==> src/rtl/aes_trace_pkg.sv <==
// aes_trace_pkg: shared types and constants for the AES trace framer.
//   state_t             framer FSM states (IDLE, WAIT, SEND)
//   HDR_BYTE_DEFAULT    default first byte of every frame
//   FRAME_LEN_BASE      frame length without the optional CRC byte
//   CRC8_POLY           CRC-8 polynomial used when TRACE_CRC8_EN is defined
//   OFS_PT/KEY/CT       byte index where each 16-byte field starts in the frame
//   crc8_step()         one byte of MSB-first CRC-8, no reflection
//   pick_byte()         byte sel of a 128-bit vector, MSB byte first
package aes_trace_pkg;

  typedef enum logic [1:0] {
    IDLE = 2'd0,
    WAIT = 2'd1,
    SEND = 2'd2
  } state_t;

  localparam logic [7:0] HDR_BYTE_DEFAULT = 8'hA5;
  localparam int         FRAME_LEN_BASE   = 51;
  localparam logic [7:0] CRC8_POLY        = 8'h07;

  localparam logic [5:0] OFS_PT  = 6'd3;
  localparam logic [5:0] OFS_KEY = 6'd19;
  localparam logic [5:0] OFS_CT  = 6'd35;

  function automatic logic [7:0] crc8_step(input logic [7:0] crc, input logic [7:0] data);
    logic [7:0] c;
    c = crc ^ data;
    for (int i = 0; i < 8; i++) begin
      c = c[7] ? ((c << 1) ^ CRC8_POLY) : (c << 1);
    end
    return c;
  endfunction

  // Shifting by whole bytes keeps the selected byte at the top, which
  // avoids a variable part-select on the 128-bit vector.
  function automatic logic [7:0] pick_byte(input logic [127:0] vec, input logic [3:0] sel);
    logic [127:0] shifted;
    shifted = vec << {sel, 3'b000};
    return shifted[127:120];
  endfunction

endpackage

==> src/rtl/aes_trace_framer_if.sv <==
// aes_trace_framer_if: groups the AES core handshake and the TX byte stream.
//   aes_start/aes_pt/aes_key   framer -> AES core request
//   aes_done/aes_ct            AES core -> framer result
//   tx_data/tx_valid/tx_last   framer -> TX driver byte stream
//   tx_ready                   TX driver -> framer acceptance
// modport master: the framer side; modport slave: the AES core / TX driver side.
interface aes_trace_framer_if;

  logic         aes_start;
  logic [127:0] aes_pt;
  logic [127:0] aes_key;
  logic         aes_done;
  logic [127:0] aes_ct;
  logic [7:0]   tx_data;
  logic         tx_valid;
  logic         tx_ready;
  logic         tx_last;

  modport master (
    output aes_start, aes_pt, aes_key, tx_data, tx_valid, tx_last,
    input  aes_done, aes_ct, tx_ready
  );

  modport slave (
    input  aes_start, aes_pt, aes_key, tx_data, tx_valid, tx_last,
    output aes_done, aes_ct, tx_ready
  );

endinterface

==> src/rtl/aes_trace_crc8.sv <==
// aes_trace_crc8: byte-serial CRC-8 (poly 0x07, init 0x00, MSB first).
//   clk, reset   clock and asynchronous active-low reset
//   clear        restart the CRC at 0x00 (wins over update)
//   update       fold data into the running CRC this cycle
//   data         byte to fold in
//   crc          CRC over all bytes folded in since the last clear
module aes_trace_crc8
  import aes_trace_pkg::*;
(
  input  logic       clk,
  input  logic       reset,
  input  logic       clear,
  input  logic       update,
  input  logic [7:0] data,
  output logic [7:0] crc
);

  // Running CRC register; one byte per update.
  always_ff @(posedge clk or negedge reset) begin
    if (!reset) begin
      crc <= 8'h00;
    end else if (clear) begin
      crc <= 8'h00;
    end else if (update) begin
      crc <= crc8_step(crc, data);
    end
  end

endmodule

==> src/rtl/aes_trace_framer.sv <==
// aes_trace_framer: hands each generator vector to the AES core and streams
// plaintext, key and ciphertext as one byte frame to the Ethernet TX driver.
//   clk, reset            clock and asynchronous active-low reset
//   trig                  vector-ready level; only its rising edge matters
//   data_in, key_in       plaintext and key from the generator
//   bus (master)          AES start/done handshake and TX valid/ready stream
//   busy                  high whenever the framer is not IDLE
//   frame_cnt             frames fully sent (wraps)
//   drop_cnt              trigger edges ignored while busy (saturates)
//   timeout_cnt           AES requests abandoned after TIMEOUT_CYCLES (saturates)
// Frame: HDR_BYTE, frame_cnt hi, frame_cnt lo, 16 B pt, 16 B key, 16 B ct.
// Build option TRACE_CRC8_EN appends a CRC-8 of bytes 0..50 as byte 51.
module aes_trace_framer
  import aes_trace_pkg::*;
#(
  parameter int unsigned TIMEOUT_CYCLES = 255,
  parameter logic [7:0]  HDR_BYTE       = HDR_BYTE_DEFAULT
) (
  input  logic                clk,
  input  logic                reset,
  input  logic                trig,
  input  logic [127:0]        data_in,
  input  logic [127:0]        key_in,
  aes_trace_framer_if.master  bus,
  output logic                busy,
  output logic [15:0]         frame_cnt,
  output logic [15:0]         drop_cnt,
  output logic [15:0]         timeout_cnt
);

`ifdef TRACE_CRC8_EN
  localparam int         FRAME_LEN = FRAME_LEN_BASE + 1;
  localparam logic [5:0] CRC_IDX   = 6'(FRAME_LEN_BASE);
`else
  localparam int         FRAME_LEN = FRAME_LEN_BASE;
`endif
  localparam logic [5:0]  LAST_IDX     = 6'(FRAME_LEN - 1);
  localparam logic [15:0] TIMEOUT_LAST = 16'(TIMEOUT_CYCLES - 1);

  state_t       state, state_nx;
  logic         trig_d;
  logic         aes_start_q;
  logic [127:0] pt_q, key_q, ct_q;
  logic [5:0]   byte_idx;
  logic [15:0]  timer;
  logic         trig_edge, in_send, byte_fire;
  logic         accept, done_hit, timeout_hit, frame_done;
  logic [7:0]   frame_byte;

  assign trig_edge = trig & ~trig_d;
  assign in_send   = (state == SEND);
  assign byte_fire = in_send & bus.tx_ready;
  assign busy      = (state != IDLE);

  assign bus.aes_start = aes_start_q;
  assign bus.aes_pt    = pt_q;
  assign bus.aes_key   = key_q;

  // Stream outputs decode straight from state so an async reset drops
  // tx_valid at once; they only change on a clock edge otherwise.
  assign bus.tx_valid = in_send;
  assign bus.tx_data  = in_send ? frame_byte : 8'h00;
  assign bus.tx_last  = in_send && (byte_idx == LAST_IDX);

  // State register.
  always_ff @(posedge clk or negedge reset) begin
    if (!reset) begin
      state <= IDLE;
    end else begin
      state <= state_nx;
    end
  end

  // Next-state logic. A done in the last WAIT cycle still wins over timeout.
  always_comb begin
    state_nx    = state;
    accept      = 1'b0;
    done_hit    = 1'b0;
    timeout_hit = 1'b0;
    frame_done  = 1'b0;
    case (state)
      IDLE: begin
        if (trig_edge) begin
          accept   = 1'b1;
          state_nx = WAIT;
        end
      end
      WAIT: begin
        if (bus.aes_done) begin
          done_hit = 1'b1;
          state_nx = SEND;
        end else if (timer == TIMEOUT_LAST) begin
          timeout_hit = 1'b1;
          state_nx    = IDLE;
        end
      end
      SEND: begin
        if (byte_fire && (byte_idx == LAST_IDX)) begin
          frame_done = 1'b1;
          state_nx   = IDLE;
        end
      end
      default: state_nx = IDLE;
    endcase
  end

`ifdef TRACE_CRC8_EN
  logic [7:0] crc_byte;

  aes_trace_crc8 u_crc8 (
    .clk    (clk),
    .reset  (reset),
    .clear  (done_hit),
    .update (byte_fire && (byte_idx != CRC_IDX)),
    .data   (frame_byte),
    .crc    (crc_byte)
  );
`endif

  // Byte mux over the frame layout; the header carries the count before
  // this frame is credited.
  always_comb begin
    frame_byte = 8'h00;
    if (byte_idx == 6'd0)
      frame_byte = HDR_BYTE;
    else if (byte_idx == 6'd1)
      frame_byte = frame_cnt[15:8];
    else if (byte_idx == 6'd2)
      frame_byte = frame_cnt[7:0];
    else if (byte_idx < OFS_KEY)
      frame_byte = pick_byte(pt_q, 4'(byte_idx - OFS_PT));
    else if (byte_idx < OFS_CT)
      frame_byte = pick_byte(key_q, 4'(byte_idx - OFS_KEY));
`ifdef TRACE_CRC8_EN
    else if (byte_idx < CRC_IDX)
      frame_byte = pick_byte(ct_q, 4'(byte_idx - OFS_CT));
    else
      frame_byte = crc_byte;
`else
    else
      frame_byte = pick_byte(ct_q, 4'(byte_idx - OFS_CT));
`endif
  end

  // Datapath: edge detect, request latching, WAIT timer, byte index, counters.
  always_ff @(posedge clk or negedge reset) begin
    if (!reset) begin
      trig_d      <= 1'b0;
      aes_start_q <= 1'b0;
      pt_q        <= '0;
      key_q       <= '0;
      ct_q        <= '0;
      byte_idx    <= '0;
      timer       <= '0;
      frame_cnt   <= '0;
      drop_cnt    <= '0;
      timeout_cnt <= '0;
    end else begin
      trig_d      <= trig;
      aes_start_q <= accept;
      if (accept) begin
        pt_q  <= data_in;
        key_q <= key_in;
        timer <= '0;
      end else if (state == WAIT) begin
        timer <= timer + 16'd1;
      end
      if (done_hit) begin
        ct_q     <= bus.aes_ct;
        byte_idx <= '0;
      end else if (frame_done) begin
        byte_idx <= '0;
      end else if (byte_fire) begin
        byte_idx <= byte_idx + 6'd1;
      end
      if (frame_done)
        frame_cnt <= frame_cnt + 16'd1;
      if (trig_edge && busy && (drop_cnt != 16'hFFFF))
        drop_cnt <= drop_cnt + 16'd1;
      if (timeout_hit && (timeout_cnt != 16'hFFFF))
        timeout_cnt <= timeout_cnt + 16'd1;
    end
  end

endmodule

==> src/flat_wrapper.sv <==
// flat-port wrapper written by rule: the top's interface ports become plain ports
module aes_trace_framer_flat import aes_trace_pkg::*;
#(
  parameter int unsigned TIMEOUT_CYCLES = 255,
  parameter logic [7:0]  HDR_BYTE       = HDR_BYTE_DEFAULT
)
  (clk, reset, trig, data_in, key_in, busy, frame_cnt, drop_cnt, timeout_cnt, bus_aes_start, bus_aes_pt, bus_aes_key, bus_tx_data, bus_tx_valid, bus_tx_last, bus_aes_done, bus_aes_ct, bus_tx_ready);
  aes_trace_framer_if bus_i ();
  input  logic clk;
  input  logic reset;
  input  logic trig;
  input  logic [127:0] data_in;
  input  logic [127:0] key_in;
  output logic busy;
  output logic [15:0] frame_cnt;
  output logic [15:0] drop_cnt;
  output logic [15:0] timeout_cnt;
  output wire logic [$bits(bus_i.aes_start)-1:0] bus_aes_start;
  output wire logic [$bits(bus_i.aes_pt)-1:0] bus_aes_pt;
  output wire logic [$bits(bus_i.aes_key)-1:0] bus_aes_key;
  output wire logic [$bits(bus_i.tx_data)-1:0] bus_tx_data;
  output wire logic [$bits(bus_i.tx_valid)-1:0] bus_tx_valid;
  output wire logic [$bits(bus_i.tx_last)-1:0] bus_tx_last;
  input wire logic [$bits(bus_i.aes_done)-1:0] bus_aes_done;
  input wire logic [$bits(bus_i.aes_ct)-1:0] bus_aes_ct;
  input wire logic [$bits(bus_i.tx_ready)-1:0] bus_tx_ready;
  assign bus_aes_start = bus_i.aes_start;
  assign bus_aes_pt = bus_i.aes_pt;
  assign bus_aes_key = bus_i.aes_key;
  assign bus_tx_data = bus_i.tx_data;
  assign bus_tx_valid = bus_i.tx_valid;
  assign bus_tx_last = bus_i.tx_last;
  assign bus_i.aes_done = bus_aes_done;
  assign bus_i.aes_ct = bus_aes_ct;
  assign bus_i.tx_ready = bus_tx_ready;
  aes_trace_framer #(.TIMEOUT_CYCLES(TIMEOUT_CYCLES), .HDR_BYTE(HDR_BYTE)) u_core (.clk(clk), .reset(reset), .trig(trig), .data_in(data_in), .key_in(key_in), .bus(bus_i), .busy(busy), .frame_cnt(frame_cnt), .drop_cnt(drop_cnt), .timeout_cnt(timeout_cnt));
endmodule
==> config.mk <==
export PLATFORM = sky130hd
export DESIGN_NAME = aes_trace_framer_flat
export DESIGN_NICKNAME = d
export VERILOG_FILES = /design/src/rtl/aes_trace_pkg.sv /design/src/rtl/aes_trace_framer_if.sv /design/src/rtl/aes_trace_crc8.sv /design/src/rtl/aes_trace_framer.sv /design/src/flat_wrapper.sv
export SDC_FILE = /design/constraint.sdc
export NUM_CORES = 1
export LEC_CHECK = 0
export CAP_MARGIN = 20
export CORE_AREA = 2 2 274 276
export DETAILED_ROUTE_END_ITERATION = 6
export DIE_AREA = 0 0 276 278
export PLACE_DENSITY_LB_ADDON = 0.08
export SYNTH_ARGS = -nofsm -noshare
export SYNTH_HDL_FRONTEND = slang
export SYNTH_HIERARCHICAL = 1
export SYNTH_SLANG_ARGS = --single-unit
==> constraint.sdc <==
create_clock -name clk -period 5.5 [get_ports clk]
set_input_delay 0.825 -clock clk [delete_from_list [all_inputs] [get_ports clk]]
set_output_delay 0.825 -clock clk [all_outputs]
set_load 0.05 [all_outputs]
# Yosys cells after proc, flatten, opt, wreduce, memory -nomap -nowiden

Cells that the tools add are included.

Bitwise operators: 3
Add/sub/neg operators: 8
Reduce and logical (&&, ||, !) cells: 11
Eq/ne operators: 11
$lt $le $gt $ge: 2
Multiplexer cells: 25
Shift-type cells: 3

Operator list:

| cell                                                  | count |
|---|---|
| << shifter 128 x 7 -> 128 bit                         | 3 |
| adder 16 x 1 -> 16 bit, second input constant         | 4 |
| two-way mux 8 bit                                     | 6 |
| two-way mux 16 bit                                    | 2 |
| inequality test 16 bit, second input constant         | 2 |
| two-way mux 6 bit                                     | 3 |
| == test 16 x 8 -> 1 bit, second input constant        | 1 |
| subtractor 4 x 2 -> 4 bit, second input constant      | 3 |
| two-way mux 1 bit                                     | 9 |
| two-way mux 2 bit                                     | 4 |
| adder 6 x 1 -> 6 bit, second input constant           | 1 |
| == test 6 x 1 -> 1 bit, second input constant         | 1 |
| == test 6 x 2 -> 1 bit, second input constant         | 1 |
| == test 6 bit, second input constant                  | 1 |
| logical NOT 6 bit                                     | 1 |
| < comparator 6 x 5 -> 1 bit, second input constant    | 1 |
| < comparator 6 bit, second input constant             | 1 |
| case mux 2 bit (3 select lines)                       | 1 |
| logical AND 1 bit                                     | 5 |
| nonzero test 2 bit                                    | 2 |
| inequality test 3 x 2 -> 1 bit, second input constant | 1 |
| AND reduction 3 bit                                   | 1 |
| nonzero test 3 bit                                    | 1 |
| AND 1 bit                                             | 2 |
| 6 further kinds                                       | 6 |

Bits in registers: 458
Input bits: 389
Logic and storage cells: 74
Output and inout bits: 316

# Logic depth before layout (Yosys ltp)

Word-level depth: 8
Mapped depth: 11
Depth with buffers taken out: 8

# Worst setup path before layout

OpenSTA, ideal clock, no wires.

Path type: register -> output
Start: reg u_core.byte_idx[0]
End: out bus_tx_data[3]
Setup slack: 0.916 ns
Arrival: 3.759 ns
Buffers on the path: 4
Stages on the path, launching flop included: 12
Data required time: 4.675 ns
Cell sequence: dfrtp_1 buf_2 buf_2 inv_1 ha_1 clkbuf_1 buf_1 mux4_2 mux2i_1 nor3_1 a2111oi_0 a311oi_1

Cells in the longest elaborated chain, start to end: 8
Elaborated cells between the ends (all ways): 17
Classes of those cells: add/sub: 3; order compare: 2; eq/ne: 2; shift: 3; mux: 6; reduce/logical: 1

RTL lines:

| item                          | line                                                                      | text |
|---|---|---|
| start: declaration            | aes_trace_framer.sv:44                                                    | `logic [5:0] byte_idx;` |
| start signal: assignment      | aes_trace_framer.sv:174                                                   | `byte_idx <= byte_idx + 6'd1;` |
| subtractor 4 x 2 -> 4 bit     | aes_trace_framer.sv:131, aes_trace_framer.sv:133, aes_trace_framer.sv:141 |  |
| << shifter 128 x 7 -> 128 bit | aes_trace_pkg.sv:38                                                       | `shifted = vec << {sel, 3'b000};` |
| two-way mux 8 bit             | aes_trace_framer.sv:132                                                   | `else if (byte_idx < OFS_CT)` |
| two-way mux 8 bit             | aes_trace_framer.sv:130                                                   | `else if (byte_idx < OFS_KEY)` |
| two-way mux 8 bit             | aes_trace_framer.sv:128                                                   | `else if (byte_idx == 6'd2)` |
| two-way mux 8 bit             | aes_trace_framer.sv:126                                                   | `else if (byte_idx == 6'd1)` |
| two-way mux 8 bit *           | aes_trace_framer.sv:124                                                   | `if (byte_idx == 6'd0)` |
| two-way mux 8 bit *           | aes_trace_framer.sv:62                                                    | `assign bus.tx_data = in_send ? frame_byte : 8'h00;` |
| end: declaration              | flat_wrapper.sv:21                                                        | `output wire logic [$bits(bus_i.tx_data)-1:0] bus_tx_data;` |

Mark *: on every way between the ends. The rest lies on a longest branch, timed or not.

# Final worst setup path

Start: reg u_core.byte_idx[1]
End: out bus_tx_data[1]

The elaborated chain is that of the path after synthesis.

==> run summary <==
Outcome: finished with violations
Failing checks: DRC
RR Startpoint: u_core/byte_idx[0]$_DFFE_PN0P_
DR vias: 19500
Die height: 278 µm
Core Region: 0.0738 mm²
Final Hold Fails: 0
Least-Margin Pin Slew: 1080 ps
Max-capacitance violation count: 0
Synth unique cells: 61
First-pass GRT wire length: 139 mm
Pwr dens: 656 mW/mm²
Residual DRC: 28
Cells after synthesis: 2355
Detailed-router iteration count before antenna repair: 7
CP most frequent cell: buf_4
Hold Crit Class: in -> async
FFs w/ async S/R, synth: 100%
Area growth from synthesis to final layout: 46.0%
RSZ-0062 raised after global routing: false
R2R Setup Slk: 2640 ps
Syn_area_per_cell: 9.10 µm²
Post-synthesis sequential area ratio: 53.5%
CTS tree: built
TritonCTS buffer count: 55
Non-Filler Instances: 4031
Post-CTS Setup Bufs: 0
Synth warn: 6
Maximum vdd drop: 0.325 mV
Worst Path Arrival: 4370 ps
Flops & latches, synth: 458
Initial antenna violation count: 28
Placed Cells incl. Taps: 3917
CP top delay family: compound AO/OA/AOI/OAI gates
Clock Skew: 29.6 ps
Die W: 276 µm
Worst R2R End: u_core/frame_cnt[15]$_DFFE_PN0P_
Wirelength per Cell: 23.6 µm
Port Buffers: 704
Die Area: 0.0767 mm²
Ys flop type: dfrtp_1
Detailed router's first-iteration violation count: 1317
H-tree depth: 2
Slowest CP cell: o41a_2
I/O pins: 705
GPL Wtd Cong: 0.867
Hpwl dp: 72.0 mm
Crit path required time: 4680 ps
GRT Total Usage: 24.3%
Final Setup Violations: 0
Layout cells sized above 1: 6.86%
Root Buffer: clkbuf_16
Clock Sinks: 458
Fin nets: 3403
Clk buf depth: 3
Critical path launch point type: flip-flop
CP Capture Type: primary output
Final WL: 95.1 mm
Largest net degree at the start of global routing: 142
Worst Path Max Fanout: 27
Worst R2R Path Depth: 8
Post-CTS sizing: 0
CP peak stage delay: 710 ps
Core Util, Final: 42.4%
Core Rows: 100
Max-slew headroom: 27.8%
Slew Limit Fails: 0
Period utilization: 94.4%
Bufs and invs on worst path: 2
Post-CTS Hold Fix Bufs: 0
Total gr overflow: 0
Synth Cell Area: 0.0214 mm²
Post-layout min period: 5190 ps
Worst skew pair latency: 620 ps
Sum Neg Setup Slack: 0 ps
Cell Chain, Critical Path: ha_1 > o41a_2 > buf_4 > mux4_2 > a22o_1 > o21ai_0 > a311oi_1 > buf_4
Vias in the first global route: 19900
Starting Density: 29.0%
Final ANT Viol Nets: 0
Vias per cell: 4.84
Max Fclk: 193 MHz
Clock-pin slew on the worst setup and hold paths: 60 ps
Mapped Nets: 2753
Worst Setup Path Type: reg -> out
Leakage power: 14.5 nW
Post-synth EDFFs: 0
==> cell usage in the layout, fill, tap and decap left out, drive strengths merged, types with 5 or more instances in the layout <==
cell | Yosys | layout
a21oi | 28 | 28
nand2 | 1280 | 1280
clkbuf | 103 | 80
nand4 | 31 | 31
inv | 14 | 17
and4 | 10 | 10
a31oi | 10 | 10
a22oi | 6 | 6
nand2b | 7 | 7
a21o | 7 | 7
mux2 | 8 | 8
xor2 | 11 | 11
and3 | 12 | 12
xnor2 | 38 | 38
a2111oi | 12 | 12
ha | 9 | 9
clkdlybuf4s50 | 0 | 695
buf | 32 | 33
nor3 | 12 | 12
and2 | 7 | 7
o31ai | 5 | 5
dfrtp | 458 | 458
o22ai | 9 | 9
mux4 | 78 | 78
diode | 0 | 14
o211ai | 5 | 5
o21ai | 18 | 18
nand3 | 42 | 42
clkinv | 1 | 10
mux2i | 14 | 14
nor2 | 48 | 48
==> power by group <==
| part | total, mW | switching (mW) | internal (mW) |
|---|---|---|---|
| Sequential | 6.37 | 1.59 | 4.78 |
| Combinational | 10.4 | 6.86 | 3.58 |
| Clock | 3.72 | 1.52 | 2.21 |
==> sequential cells by signal, indices dropped and copies added (netlist names) <==
register,flops
u_core/trig_d,1
u_core/bus.aes_key,128
u_core/frame_cnt,16
u_core/timer,16
u_core/drop_cnt,16
u_core/ct_q,128
u_core/timeout_cnt,16
u_core/bus.aes_pt,128
u_core/state,2
u_core/byte_idx,6
u_core/bus.aes_start,1
==> cell families (layout without fill, tap and decap cells) <==
family                   Yosys count  count (layout)  synth area share [%]
AO/OA/AOI/OAI                    118             118                  3.81
XOR/XNOR                          49              49                  2.00
adder cells (fa/ha/maj)            9               9                 0.526
buffers and inverters            150             843                  3.19
flip-flops                       458             458                  53.5
multiplexers                     100             100                  9.55
other                              0              14                     0
AND/OR/NAND/NOR                 1471            1471                  27.4
==> cell usage after synthesis, types with 4 or more instances <==
master | count | area share (%)
o22ai_1 | 9 | 0.26
and2_1 | 7 | 0.20
inv_1 | 13 | 0.23
a31oi_1 | 10 | 0.29
a21oi_1 | 27 | 0.63
buf_6 | 5 | 0.26
xor2_1 | 11 | 0.45
nor3_1 | 12 | 0.28
o21ai_0 | 18 | 0.42
ha_1 | 9 | 0.53
nand3_1 | 42 | 0.98
nand2_1 | 1280 | 22
nand4_1 | 31 | 0.91
a22oi_1 | 6 | 0.21
a21o_1 | 7 | 0.25
a2111oi_0 | 11 | 0.45
nor2_1 | 48 | 0.84
o211ai_1 | 5 | 0.18
mux4_1 | 16 | 2.0
nand2b_1 | 7 | 0.20
mux2i_1 | 14 | 0.65
o31ai_1 | 5 | 0.18
or4_1 | 4 | 0.14
buf_2 | 18 | 0.42
xnor2_1 | 38 | 1.6
clkbuf_1 | 103 | 1.8
mux2_2 | 8 | 0.42
mux4_2 | 62 | 6.5
dfrtp_1 | 458 | 53
and3_1 | 12 | 0.35
and4_1 | 10 | 0.41
==> metrics by stage <==
step           hold WS, ps  total power [mW]  area (µm²)  worst slack [ps]
2_1_floorplan          437              12.2       21400               916
3_5_place_dp           457              16.9       29400               936
3_3_place_gp           450              16.9       29400               931
4_1_cts                248              20.7       31300               265
6_report               232              20.5       31300               307
5_1_grt                288              21.5       31300               115
==> worst max path at each step <==
stage / start / end / depth (start not counted)
floorplan: u_core/byte_idx[0]$_DFFE_PN0P_ / bus_tx_data[3] / 11
global placement: u_core/byte_idx[0]$_DFFE_PN0P_ / bus_tx_data[5] / 8
detailed placement: u_core/byte_idx[1]$_DFFE_PN0P_ / bus_tx_data[1] / 8
CTS: u_core/byte_idx[1]$_DFFE_PN0P_ / bus_tx_data[1] / 8
global route: u_core/byte_idx[1]$_DFFE_PN0P_ / bus_tx_data[6] / 9
finish: u_core/byte_idx[1]$_DFFE_PN0P_ / bus_tx_data[1] / 8
==> routing by layer <==
layer  track usage [%]  routed length [µm]  up-vias
li1                  -                   -     9014
met1              31.0               39100     9727
met2              41.6               47400      605
met3              5.47                6280      131
met4              6.57                2110       24
met5                 0                 161        -
==> final cells by class <==
type | count | area, µm²
Clock inverter | 20 | 221
Fill cell | 7271 | 42500
Tap cell | 969 | 1210
Sequential cell | 458 | 11500
Multi-Input combinational cell | 1747 | 9340
Timing Repair Buffer | 728 | 7340
Antenna cell | 14 | 35.0
Clock buffer | 80 | 1610
Inverter | 15 | 63.8
(Power assumes the default switching activity.)
